**src/rtl/stage5_key_mix.sv**
```systemverilog
// Key-mixing stage: XORs each permuted block with a rotating key window and
// buffers results in a 2-deep FIFO. Optional parity sideband: STAGE5_PARITY_EN.
module stage5_key_mix (
   input  logic         clk,
   input  logic         reset,
   input  logic         Enable,
   input  logic [7:0]   w0,
   input  logic [7:0]   w1,
   input  logic [7:0]   w2,
   input  logic [7:0]   w3,
   input  logic [7:0]   x0,
   input  logic [7:0]   x1,
   input  logic [7:0]   x2,
   input  logic [7:0]   x3,
   input  logic [7:0]   y0,
   input  logic [7:0]   y1,
   input  logic [7:0]   y2,
   input  logic [7:0]   y3,
   input  logic [7:0]   z0,
   input  logic [7:0]   z1,
   input  logic [7:0]   z2,
   input  logic [7:0]   z3,
   input  logic         in_valid,
   output logic         in_ready,
   input  logic [127:0] key,
   input  logic         key_load,
   output logic [7:0]   o0,
   output logic [7:0]   o1,
   output logic [7:0]   o2,
   output logic [7:0]   o3,
   output logic [7:0]   o4,
   output logic [7:0]   o5,
   output logic [7:0]   o6,
   output logic [7:0]   o7,
   output logic [7:0]   o8,
   output logic [7:0]   o9,
   output logic [7:0]   o10,
   output logic [7:0]   o11,
   output logic [7:0]   o12,
   output logic [7:0]   o13,
   output logic [7:0]   o14,
   output logic [7:0]   o15,
   output logic         out_valid,
   input  logic         out_ready,
   output logic [3:0]   round,
   output logic         round_wrap
`ifdef STAGE5_PARITY_EN
   ,
   output logic [15:0]  o_par
`endif
);

   logic [127:0] in_blk;
   logic [127:0] mix;
   logic [3:0]   idx;
   logic [127:0] key_q, key_d;
   logic [127:0] s0_q, s0_d;
   logic [127:0] s1_q, s1_d;
   logic [1:0]   cnt_q, cnt_d;
   logic [3:0]   rnd_q, rnd_d;
   logic         wrap_q, wrap_d;
   logic         push, pop;

   assign in_blk = {z3, z2, z1, z0, y3, y2, y1, y0,
                    x3, x2, x1, x0, w3, w2, w1, w0};

   assign in_ready   = Enable & (cnt_q != 2'd2);
   assign out_valid  = (cnt_q != 2'd0);
   assign push       = in_valid & in_ready;
   assign pop        = out_valid & out_ready & Enable;
   assign round      = rnd_q;
   assign round_wrap = wrap_q & Enable;

   // Byte b picks key byte (b + round) mod 16; idx wraps naturally at 4 bits
   always_comb begin
      mix = '0;
      idx = '0;
      for (int b = 0; b < 16; b++) begin
         idx = 4'(b) + rnd_q;
         mix[8*b +: 8] = in_blk[8*b +: 8] ^ key_q[8*idx +: 8];
      end
   end

   always_comb begin
      s0_d   = s0_q;
      s1_d   = s1_q;
      cnt_d  = cnt_q;
      key_d  = key_q;
      rnd_d  = rnd_q;
      wrap_d = 1'b0;
      case ({push, pop})
         2'b10: begin
            if (cnt_q == 2'd0) s0_d = mix;
            else               s1_d = mix;
            cnt_d = cnt_q + 2'd1;
         end
         2'b01: begin
            s0_d  = s1_q;
            cnt_d = cnt_q - 2'd1;
         end
         2'b11: begin
            if (cnt_q == 2'd1) begin
               s0_d = mix;
            end else begin
               s0_d = s1_q;
               s1_d = mix;
            end
         end
         default: ;
      endcase
      // A key load restarts the sequence, so it does not count as a wrap
      if (Enable && key_load) begin
         key_d = key;
         rnd_d = 4'd0;
      end else if (push) begin
         rnd_d  = rnd_q + 4'd1;
         wrap_d = (rnd_q == 4'hF);
      end
   end

   always_ff @(posedge clk) begin
      if (!reset) begin
         s0_q   <= '0;
         s1_q   <= '0;
         cnt_q  <= '0;
         key_q  <= '0;
         rnd_q  <= '0;
         wrap_q <= 1'b0;
      end else begin
         s0_q   <= s0_d;
         s1_q   <= s1_d;
         cnt_q  <= cnt_d;
         key_q  <= key_d;
         rnd_q  <= rnd_d;
         wrap_q <= wrap_d;
      end
   end

   assign {o15, o14, o13, o12, o11, o10, o9, o8,
           o7, o6, o5, o4, o3, o2, o1, o0} = s0_q;

`ifdef STAGE5_PARITY_EN
   logic [15:0] par_in;
   logic [15:0] p0_q, p0_d;
   logic [15:0] p1_q, p1_d;

   always_comb begin
      par_in = '0;
      for (int b = 0; b < 16; b++) begin
         par_in[b] = ^mix[8*b +: 8];
      end
   end

   always_comb begin
      p0_d = p0_q;
      p1_d = p1_q;
      case ({push, pop})
         2'b10: begin
            if (cnt_q == 2'd0) p0_d = par_in;
            else               p1_d = par_in;
         end
         2'b01: p0_d = p1_q;
         2'b11: begin
            if (cnt_q == 2'd1) begin
               p0_d = par_in;
            end else begin
               p0_d = p1_q;
               p1_d = par_in;
            end
         end
         default: ;
      endcase
   end

   always_ff @(posedge clk) begin
      if (!reset) begin
         p0_q <= '0;
         p1_q <= '0;
      end else begin
         p0_q <= p0_d;
         p1_q <= p1_d;
      end
   end

   assign o_par = p0_q;
`endif

endmodule

```
**config.mk**
```make
export PLATFORM = sky130hd
export DESIGN_NAME = stage5_key_mix
export DESIGN_NICKNAME = d
export VERILOG_FILES = /design/src/rtl/stage5_key_mix.sv
export SDC_FILE = /design/constraint.sdc
export NUM_CORES = 1
export LEC_CHECK = 0
export ABC_AREA = 1
export CORE_AREA = 10 10 296 298
export DETAILED_ROUTE_END_ITERATION = 16
export DIE_AREA = 0 0 306 308
export PLACE_DENSITY_LB_ADDON = 0.25
export SLEW_MARGIN = 25
export SYNTH_ARGS = -nofsm -noshare
export SYNTH_HDL_FRONTEND = slang
export SYNTH_SLANG_ARGS = --single-unit
```
**constraint.sdc**
```tcl
create_clock -name clk -period 2.7 [get_ports clk]
set_input_delay 0.54 -clock clk [delete_from_list [all_inputs] [get_ports clk]]
set_output_delay 0.54 -clock clk [all_outputs]
set_load 0.03 [all_outputs]
```
==> impl_metrics.py, run 1 <==
metrics = {
    "power": {
        "comb_power_share_pct": 38.2,
        "p_sw_mw": 8.78,
        "p_leak_nw": 15.9,
        "swShare_pct": 39.3,
        "pwr-share-seq_pct": 31.1,
        "clkPwrFrac_pct": 30.7,
        "powerDensity_mw_per_mm2": 686,
        "peakVddDrop_mv": 0.433,
        "cellInternalPower_mw": 13.6,
    },
    "clock_network": {
        "cts_tree": "yes",
        "numCtsBuffers": 49,
        "path_clk_slew_ns": 0.06,
        "cts.sinks": 391,
        "clockBufferDepth": 3,
        "cts_root_buf": "clkbuf_16",
        "clkLatencyLatePin_ns": 0.60,
        "htreeDepth": 2,
    },
    "job": {
        "maxCapViolations": 0,
    },
    "global_route": {
        "grt_usage_pct": 27.1,
        "grt_pass1_vias": 26200,
        "grt_pass1_wl_mm": 188,
        "antenna_found_initial": 1,
        "overflow": 0,
        "grt_max_degree": 131,
    },
    "sta": {
        "drv_slew": 0,
        "post-route-period-util_pct": 95.2,
        "worstMarginPinSlew_ns": 0.666,
        "rsz0062_at_grt": "false",
        "fmax_ghz": 0.389,
        "relSlewSlack_pct": 55.6,
        "finClkSkew_ns": 0.0219,
        "fin_crit_ns": 2.57,
        "setup-violations-final": 0,
        "final.setup.worst_slack_ns": 0.131,
        "hold_viol": 0,
        "holdWs_ns": 0.303,
    },
    "hold_path": {
        "hold_path_depth": 3,
        "min-delay-start": "reset",
        "hold-path-endpoint": "s0_q[47]",
        "min_path_type": "input port to flop",
    },
    "synthesis": {
        "ys_top_cells_by_area": "dfxtp_1, nand3_1, nand2_1",
        "synth_seq_cells": 391,
        "synth_flop_cell": "dfxtp_1",
        "synth_area_sq_mm": 0.0243,
        "syn_avg_cell_area_sq_um": 5.97,
        "ys_warn_count": 0,
        "ys_seq_area_share_pct": 32.2,
        "synthTopCellsByCount": "nand3_1, nand2_1, inv_1",
        "synth_top_area_share_pct": 32.2,
        "synthArstFlopShare_pct": 0,
        "synth_edf_count": 0,
        "yosys.area.top_type": "dfxtp_1",
        "synth_cells": 4074,
        "ys_types": 26,
        "yosysMostFrequentCell": "nand3_1",
        "synth_nets": 4351,
    },
    "place": {
        "port_buffers": 396,
        "dpl_worst_slack_ns": -0.0375,
        "dp_hpwl_mm": 106,
        "place.gp.congestion": 1.06,
    },
    "floorplanning": {
        "core.rowCount": 105,
        "die_height_um": 308,
        "start_util_pct": 29.8,
        "dieArea_sq_mm": 0.0942,
        "coreArea_sq_mm": 0.0816,
        "io_pins": 397,
        "die_x_um": 306,
    },
    "setup_path": {
        "cp_data_required_time_ns": 2.16,
        "regToRegSetupSlack_ns": 0.14,
        "path_class": "flop to output port",
        "crit_arrival_ns": 2.03,
        "rr_endpoint": "s1_q[120]",
        "cp-end-kind": "output port",
        "cp-start-kind": "flop",
        "r2r-start": "round[1]",
        "worstRegToRegCells": 13,
        "cp_max_fo": 46,
    },
    "route": {
        "via_count": 28700,
        "ant_nets": 0,
        "dr.pass1.iters": 6,
        "drt_iter0_markers": 3019,
        "drc": 0,
        "wl_per_cell_um": 23.6,
        "wirelength_mm": 132,
        "routed_via_density": 5.14,
    },
    "cells_and_area": {
        "final_util_pct": 39.9,
        "fillers": 8686,
        "drive_gt1_share_pct": 7.82,
        "area_delta_synth_final_pct": 33.8,
        "num_antenna_cells": 0,
        "num-nets-final": 4766,
    },
    "outcome": {
        "status": "completed",
    },
}
[critical path, stage by stage (launching register included)]
cell             delay (ns)
dfxtp_2                0.37
buf_12                 0.26
clkdlybuf4s50_1        0.79
[registers in the layout, summed over array words and instances (netlist names)]
name	cells
s1_q	128
key_q	128
cnt_q	2
s0_q	128
wrap_q	1
round	4
[worst max-delay path by stage]
stage	from	endpoint	slack (ns)	depth (start not counted)
2_1_floorplan	round[1]	s1_q[24]	0.16	15
3_3_place_gp	Enable	s0_q[17]	-0.04	14
3_5_place_dp	Enable	s0_q[123]	-0.04	14
4_1_cts	cnt_q[0]	out_valid	0.04	4
5_1_grt	round[1]	s1_q[120]	0.02	13
6_report	round[1]	round[1]	0.13	2
[cell families after synthesis]
logic type	share of synthesized area [%]
xor+xnor	0.894
buf+inv	13.0
flops	32.2
simple gates	39.7
fa+ha+maj	0.771
compound gates	13.4
[metrics by stage]
stage / total power, mW / setup TNS [ns] / cell area, sq um / instances
2_1_floorplan: 11.5 / 0 / 24300 / 4074
3_3_place_gp: 15.4 / -0.352 / 30900 / 5505
3_5_place_dp: 15.4 / -1.23 / 30900 / 5505
4_1_cts: 22.3 / 0 / 32500 / 5594
5_1_grt: 23.5 / 0 / 32600 / 5597
6_report: 22.4 / 0 / 32600 / 5597
[layout by cell type, fill, tap and decap left out, drive strengths merged]
| cell | instances |
|---|---|
| a21oi | 262 |
| buf | 228 |
| bufinv | 5 |
| clkbuf | 67 |
| clkdlybuf4s50 | 390 |
| clkinv | 15 |
| clkinvlp | 3 |
| dfxtp | 391 |
| dlygate4sd2 | 1 |
| dlymetal6s2s | 1 |
| ha | 15 |
| inv | 538 |
| nand2 | 920 |
| nand3 | 1026 |
| nor2 | 263 |
| nor3 | 1 |
| o21ai | 392 |
| xor2 | 9 |
[layout make-up]
cell class	instances	area [sq um]	share of cell area, %
multi-input cells	2888	13400	41.1
well taps	1070	1340	4.11
repair buffers	620	6300	19.4
clock buffers	67	1410	4.32
flip-flops and latches	391	7830	24.1
clock inverters	22	264	0.811
inverters	539	2030	6.24
[layer usage]
metal  vias up  track usage [%]  wire length, um
met1     13300             34.2            55000
met3       222             4.23             9220
met4         0             14.6             8120
li1      14100                -                -
met2      1190             43.8            60000
met5         -                0                0
[repair_timing]
action,4_1_cts,5_1_grt
hold buffers,0,0
resized for setup,1,1
pin swaps,0,1
setup endpoints to repair,1,11
setup buffers,0,3
[power groups by stage]
stage | logic (mW) | registers, mW | clock network, mW
after detailed placement | 8.37 | 7.07 | 0
final | 8.53 | 6.95 | 6.87
after floorplan | 4.07 | 7.42 | 0
after CTS | 8.40 | 6.95 | 6.99
after global routing | 9.22 | 7.00 | 7.25
after global placement | 8.35 | 7.07 | 0
No activity file was read; power rests on OpenSTA's default activity.
==> run 2: changes to the inputs <==
CORE_AREA = 10 10 266 332   (was 10 10 296 298)
DIE_AREA = 0 0 276 342   (was 0 0 306 308)
==> run 2 against run 1 <==
Critical path depth grew 2; clock-buffer cell count decreased by 3; critical path type unchanged; highest routed layer unchanged; critical endpoint is now out_valid; non-clock buffer count rose by 28; utilization fell by 0.20 points.
==> impl_metrics.py, run 2 (same netlist as run 1, synthesis figures left out) <==
metrics = {
    "outcome": {
        "status": "completed",
    },
    "clock_network": {
        "cts_resized": 1,
        "hold_buffers": 0,
        "path_clk_slew_ns": 0.06,
        "cts_tree": "yes",
        "clkLatencyLatePin_ns": 0.61,
        "numCtsBuffers": 45,
        "htreeDepth": 2,
        "clockBufferDepth": 3,
        "cts_root_buf": "clkbuf_16",
        "cts_setup_buffers": 0,
        "cts.sinks": 391,
    },
    "power": {
        "clkPwrFrac_pct": 28.9,
        "powerDensity_mw_per_mm2": 666,
        "p_sw_mw": 8.72,
        "cellInternalPower_mw": 13.0,
        "comb_power_share_pct": 39.2,
        "peakVddDrop_mv": 0.513,
        "swShare_pct": 40.1,
        "pwr-share-seq_pct": 31.8,
        "p_leak_nw": 15.9,
    },
    "route": {
        "drt_iter0_markers": 2677,
        "dr.pass1.iters": 6,
        "ant_nets": 0,
        "wl_met2_mm": 59.5,
        "drc": 0,
        "wl_per_cell_um": 23.7,
        "routed_via_density": 5.13,
        "m1WireLength_mm": 58.5,
        "wirelength_mm": 134,
        "wl_met3_mm": 8.21,
        "highest_layer": "met4",
        "via_count": 28900,
    },
    "cells_and_area": {
        "area_delta_synth_final_pct": 34.0,
        "num_antenna_cells": 0,
        "final_cell_mix": "nand3_1, nand2_1, inv_1, clkdlybuf4s50_1, dfxtp_1",
        "fillers": 8883,
        "num-nets-final": 4790,
        "final_common_cell": "nand3_1",
        "reg.largest.list": "key_q: 128 flops, s0_q: 128 flops, s1_q: 128 flops",
        "final_util_pct": 39.7,
        "drive_gt1_share_pct": 8.31,
    },
    "global_route": {
        "overflow": 0,
        "grt_usage_pct": 27.1,
        "grt_max_degree": 131,
        "grt_pass1_wl_mm": 191,
        "antenna_found_initial": 0,
        "grt_pass1_vias": 26600,
    },
    "floorplanning": {
        "die_x_um": 276,
        "core.rowCount": 118,
        "dieArea_sq_mm": 0.0944,
        "start_util_pct": 29.7,
        "coreArea_sq_mm": 0.0821,
        "die_height_um": 342,
        "io_pins": 397,
    },
    "setup_path": {
        "worstRegToRegCells": 14,
        "path_class": "flop to output port",
        "cp_data_required_time_ns": 2.16,
        "rr_endpoint": "s1_q[109]",
        "regToRegSetupSlack_ns": 0.12,
        "crit_arrival_ns": 2.11,
        "r2r-start": "round[0]",
        "cp-start-kind": "flop",
        "cp_max_fo": 4,
        "cp-end-kind": "output port",
    },
    "sta": {
        "fin_crit_ns": 2.65,
        "holdWs_ns": 0.343,
        "fmax_ghz": 0.377,
        "post-route-period-util_pct": 98.2,
        "finClkSkew_ns": 0.0344,
        "setup-violations-final": 0,
        "relSlewSlack_pct": 53.7,
        "rsz0062_at_grt": "false",
        "worstMarginPinSlew_ns": 0.694,
        "hold_viol": 0,
        "drv_slew": 0,
    },
    "hold_path": {
        "min-delay-start": "reset",
        "hold_path_depth": 3,
        "hold-path-endpoint": "wrap_q",
        "min_path_type": "input port to flop",
    },
    "job": {
        "maxCapViolations": 0,
    },
    "place": {
        "place.gp.congestion": 1.01,
        "port_buffers": 396,
        "dp_hpwl_mm": 107,
    },
}
-- run 2: changes by cell type in the layout (fill, tap and decap cells not counted), moves of 2 or more --
cell,change
buf_4,+29
bufinv_16,-4
clkbuf_16,-4
inv_6,+3
clkbuf_8,+2
clkinv_2,-2
clkinvlp_4,+2
-- run 2: final cells by class --
type,count,area [sq um],area share (%)
tap,1080,1350,4.14
timing repair buffer,648,6500,19.9
clock inverter,20,164,0.503
clock buffer,64,1330,4.08
multi-input combinational,2888,13400,41.1
sequential,391,7830,24.0
inverter,539,2030,6.24
-- run 2: worst max path at each step --
stage             start        end  slack, ns  cells after the start
5_1_grt        cnt_q[0]  out_valid      0.002                      4
3_5_place_dp     Enable   s0_q[66]      -0.25                     13
6_report       cnt_q[0]  out_valid       0.05                      4
2_1_floorplan  round[1]   s1_q[24]       0.16                     15
4_1_cts        cnt_q[0]  out_valid       0.02                      4
3_3_place_gp     Enable  s0_q[114]      -0.18                     13
-- run 2: metal layers --
layer	vias to the layer above	track usage [%]
met1	13500	35.6
li1	14100	-
met2	1146	43.3
met3	195	3.82
met5	-	0
met4	0	13.1
-- run 2: power groups by stage --
| stage | logic, mW | registers (mW) | clock network [mW] |
|---|---|---|---|
| 6_report | 8.52 | 6.91 | 6.28 |
| 5_1_grt | 9.23 | 6.96 | 6.67 |
| 4_1_cts | 8.44 | 6.90 | 6.44 |
| 3_5_place_dp | 8.41 | 7.02 | 0 |
| 3_3_place_gp | 8.38 | 7.02 | 0 |
| 2_1_floorplan | 4.07 | 7.42 | 0 |
-- run 2: critical path: stages (launching register included) --
cell and delay, ns:
dfxtp_1 0.35, inv_1 0.09, ha_1 0.23, inv_1 0.13, clkdlybuf4s50_1 0.70
-- run 2: stage by stage --
step	std cells	setup WS (ns)	power, mW	area (sq um)	TNS [ns]
global placement	5546	-0.179	15.4	31100	-26.58
global route	5630	0.00203	22.9	32600	0
detailed placement	5546	-0.246	15.4	31100	-38.42
floorplan	4074	0.161	11.5	24300	0
CTS	5630	0.0160	21.8	32600	0
finish	5630	0.0483	21.7	32600	0
==> run 3: changes to the inputs <==
GPL_ROUTABILITY_DRIVEN = 0   (was default)
==> run 3 against run 2 <==
Routed wire length is 4.1% lower; combinational power is 3.2% lower; register-to-register slack worse by 0.11 ns; first-iteration DRC count is 56% higher; setup slack worse by 0.037 ns; highest routed layer is now met5.
==> impl_metrics.py, run 3 (same netlist as run 1, synthesis figures left out) <==
metrics = {
    "power": {
        "powerDensity_mw_per_mm2": 678,
        "peakVddDrop_mv": 0.387,
        "p_leak_nw": 15.4,
        "swShare_pct": 39.8,
        "comb_power_share_pct": 38.3,
        "clkPwrFrac_pct": 29.5,
        "power.total_mw": 21.5,
        "cellInternalPower_mw": 13.0,
        "pwr-share-seq_pct": 32.2,
        "p_sw_mw": 8.57,
    },
    "hold_path": {
        "min-delay-start": "reset",
        "hold_path_depth": 4,
        "min_path_type": "input port to flop",
        "hold-path-endpoint": "key_q[87]",
    },
    "clock_network": {
        "cts_tree": "yes",
        "hold_buffers": 0,
        "htreeDepth": 2,
        "clkLatencyLatePin_ns": 0.61,
        "clockBufferDepth": 3,
        "numCtsBuffers": 44,
        "cts.sinks": 391,
        "cts_root_buf": "clkbuf_16",
        "path_clk_slew_ns": 0.07,
    },
    "route": {
        "routed_via_density": 5.24,
        "drc": 0,
        "wirelength_mm": 128,
        "ant_nets": 0,
        "via_count": 28900,
        "drt_iter0_markers": 4172,
        "dr.pass1.iters": 7,
        "wl_per_cell_um": 23.2,
    },
    "global_route": {
        "grt_pass1_vias": 25300,
        "grt_max_degree": 143,
        "grt_pass1_wl_mm": 181,
        "overflow": 0,
        "grt_usage_pct": 25.8,
        "antenna_found_initial": 6,
    },
    "cells_and_area": {
        "fillers": 8926,
        "area_delta_synth_final_pct": 30.5,
        "final_util_pct": 38.7,
        "reg.largest.list": "key_q: 128 flops, s0_q: 128 flops, s1_q: 128 flops",
        "drive_gt1_share_pct": 6.07,
        "num-nets-final": 4672,
        "final_common_cell": "nand3_1",
        "final_cell_mix": "nand3_1, nand2_1, inv_1, clkdlybuf4s50_1, dfxtp_1",
    },
    "place": {
        "dp_hpwl_mm": 100,
        "dpl_worst_slack_ns": -0.155,
        "port_buffers": 396,
    },
    "setup_path": {
        "cp_max_fo": 32,
        "cp_slowest_cell": "dfxtp_1",
        "cp_data_required_time_ns": 3.20,
        "cp_cell_sequence": "inv_2 -> ha_1 -> inv_1 -> buf_12 -> nand3_1 -> nand3_1 -> nand3_1 -> nand2_1 -> nand2_1 -> nand2_1 -> inv_1",
        "cp-start-kind": "flop",
        "crit_arrival_ns": 3.19,
        "critPathMaxStageDelay_ns": 0.50,
        "cp-end-kind": "flop",
        "rr_endpoint": "s1_q[55]",
        "worstRegToRegCells": 11,
        "regToRegSetupSlack_ns": 0.01,
        "path_class": "flop to flop",
        "r2r-start": "round[2]",
    },
    "floorplanning": {
        "die_x_um": 276,
        "start_util_pct": 29.7,
        "io_pins": 397,
        "core.rowCount": 118,
        "coreArea_sq_mm": 0.0821,
        "dieArea_sq_mm": 0.0944,
        "die_height_um": 342,
    },
    "sta": {
        "fin_crit_ns": 2.69,
        "fmax_ghz": 0.372,
        "rsz0062_at_grt": "true",
        "post-route-period-util_pct": 99.6,
        "drv_slew": 0,
        "relSlewSlack_pct": 54.5,
        "hold_viol": 0,
        "worstMarginPinSlew_ns": 0.683,
        "final.setup.worst_slack_ns": 0.0117,
        "setup-violations-final": 0,
        "finClkSkew_ns": 0.0241,
    },
    "outcome": {
        "status": "completed",
    },
    "job": {
        "maxCapViolations": 0,
    },
}
==> run 3: cell count changes in the layout (fill, tap and decap cells not counted), sizes merged <==
cell | before | now
buf | 256 | 139
bufinv | 1 | 4
clkbuf | 64 | 62
clkinv | 13 | 14
clkinvlp | 5 | 2
diode | 0 | 4
dlygate4sd2 | 1 | 0
dlymetal6s2s | 0 | 1
inv | 540 | 538
==> run 3: per-stage QoR <==
stage               cell area [sq um]  setup TNS [ns]  std cells  hold slack, ns
finish                          31800               0       5514           0.454
global placement                30200          -17.47       5429           0.496
floorplan                       24300               0       4074           0.478
global route                    31800          -0.131       5513           0.442
CTS                             31700               0       5510           0.417
detailed placement              30200          -24.86       5429           0.507
==> run 3: power groups by stage <==
stage	Sequential [mW]	Combinational, mW	Clock, mW
final	6.93	8.25	6.36
after global routing	6.98	8.90	6.70
after CTS	6.92	8.03	6.50
after detailed placement	7.04	7.99	0
after global placement	7.04	7.95	0
after floorplan	7.42	4.07	0
==> run 3: cell type report <==
cell class / instances / area [sq um] / area share (%)
flip-flops and latches: 391 / 7830 / 24.7
well taps: 1080 / 1350 / 4.25
diodes: 4 / 10.0 / 0.0315
repair buffers: 531 / 5590 / 17.6
inverters: 539 / 2030 / 6.40
clock inverters: 19 / 219 / 0.689
multi-input cells: 2888 / 13400 / 42.3
clock buffers: 62 / 1290 / 4.06
==> run 3: how the worst max path moves through the flow <==
stage,from,slack [ns],to
finish,round[2],0.01,s1_q[55]
global route,round[2],-0.04,s1_q[55]
CTS,cnt_q[0],0.03,out_valid
detailed placement,Enable,-0.16,s0_q[119]
global placement,Enable,-0.12,s0_q[85]
floorplan,round[1],0.16,s1_q[24]
==> run 3: worst max-delay path: cells and delay by family (launching register included) <==
family	cells	cell delay [ns]
flops	1	0.50
fa+ha+maj	1	0.33
simple gates	6	1.19
buf+inv	4	0.55
==> run 3: repair_timing <==
| item | 4_1_cts | 5_1_grt |
|---|---|---|
| buffers inserted | 0 | 0 |
| endpoints found under the setup margin | 0 | 26 |
| resized for setup | 0 | 11 |
==> run 3: metal layers <==
layer | vias up | track usage, % | wire length, um
met5 | - | 0 | 28
met4 | 6 | 17.9 | 10700
met3 | 346 | 6.95 | 13500
met2 | 1651 | 38.1 | 52800
met1 | 13000 | 32.3 | 50900
li1 | 13900 | - | -
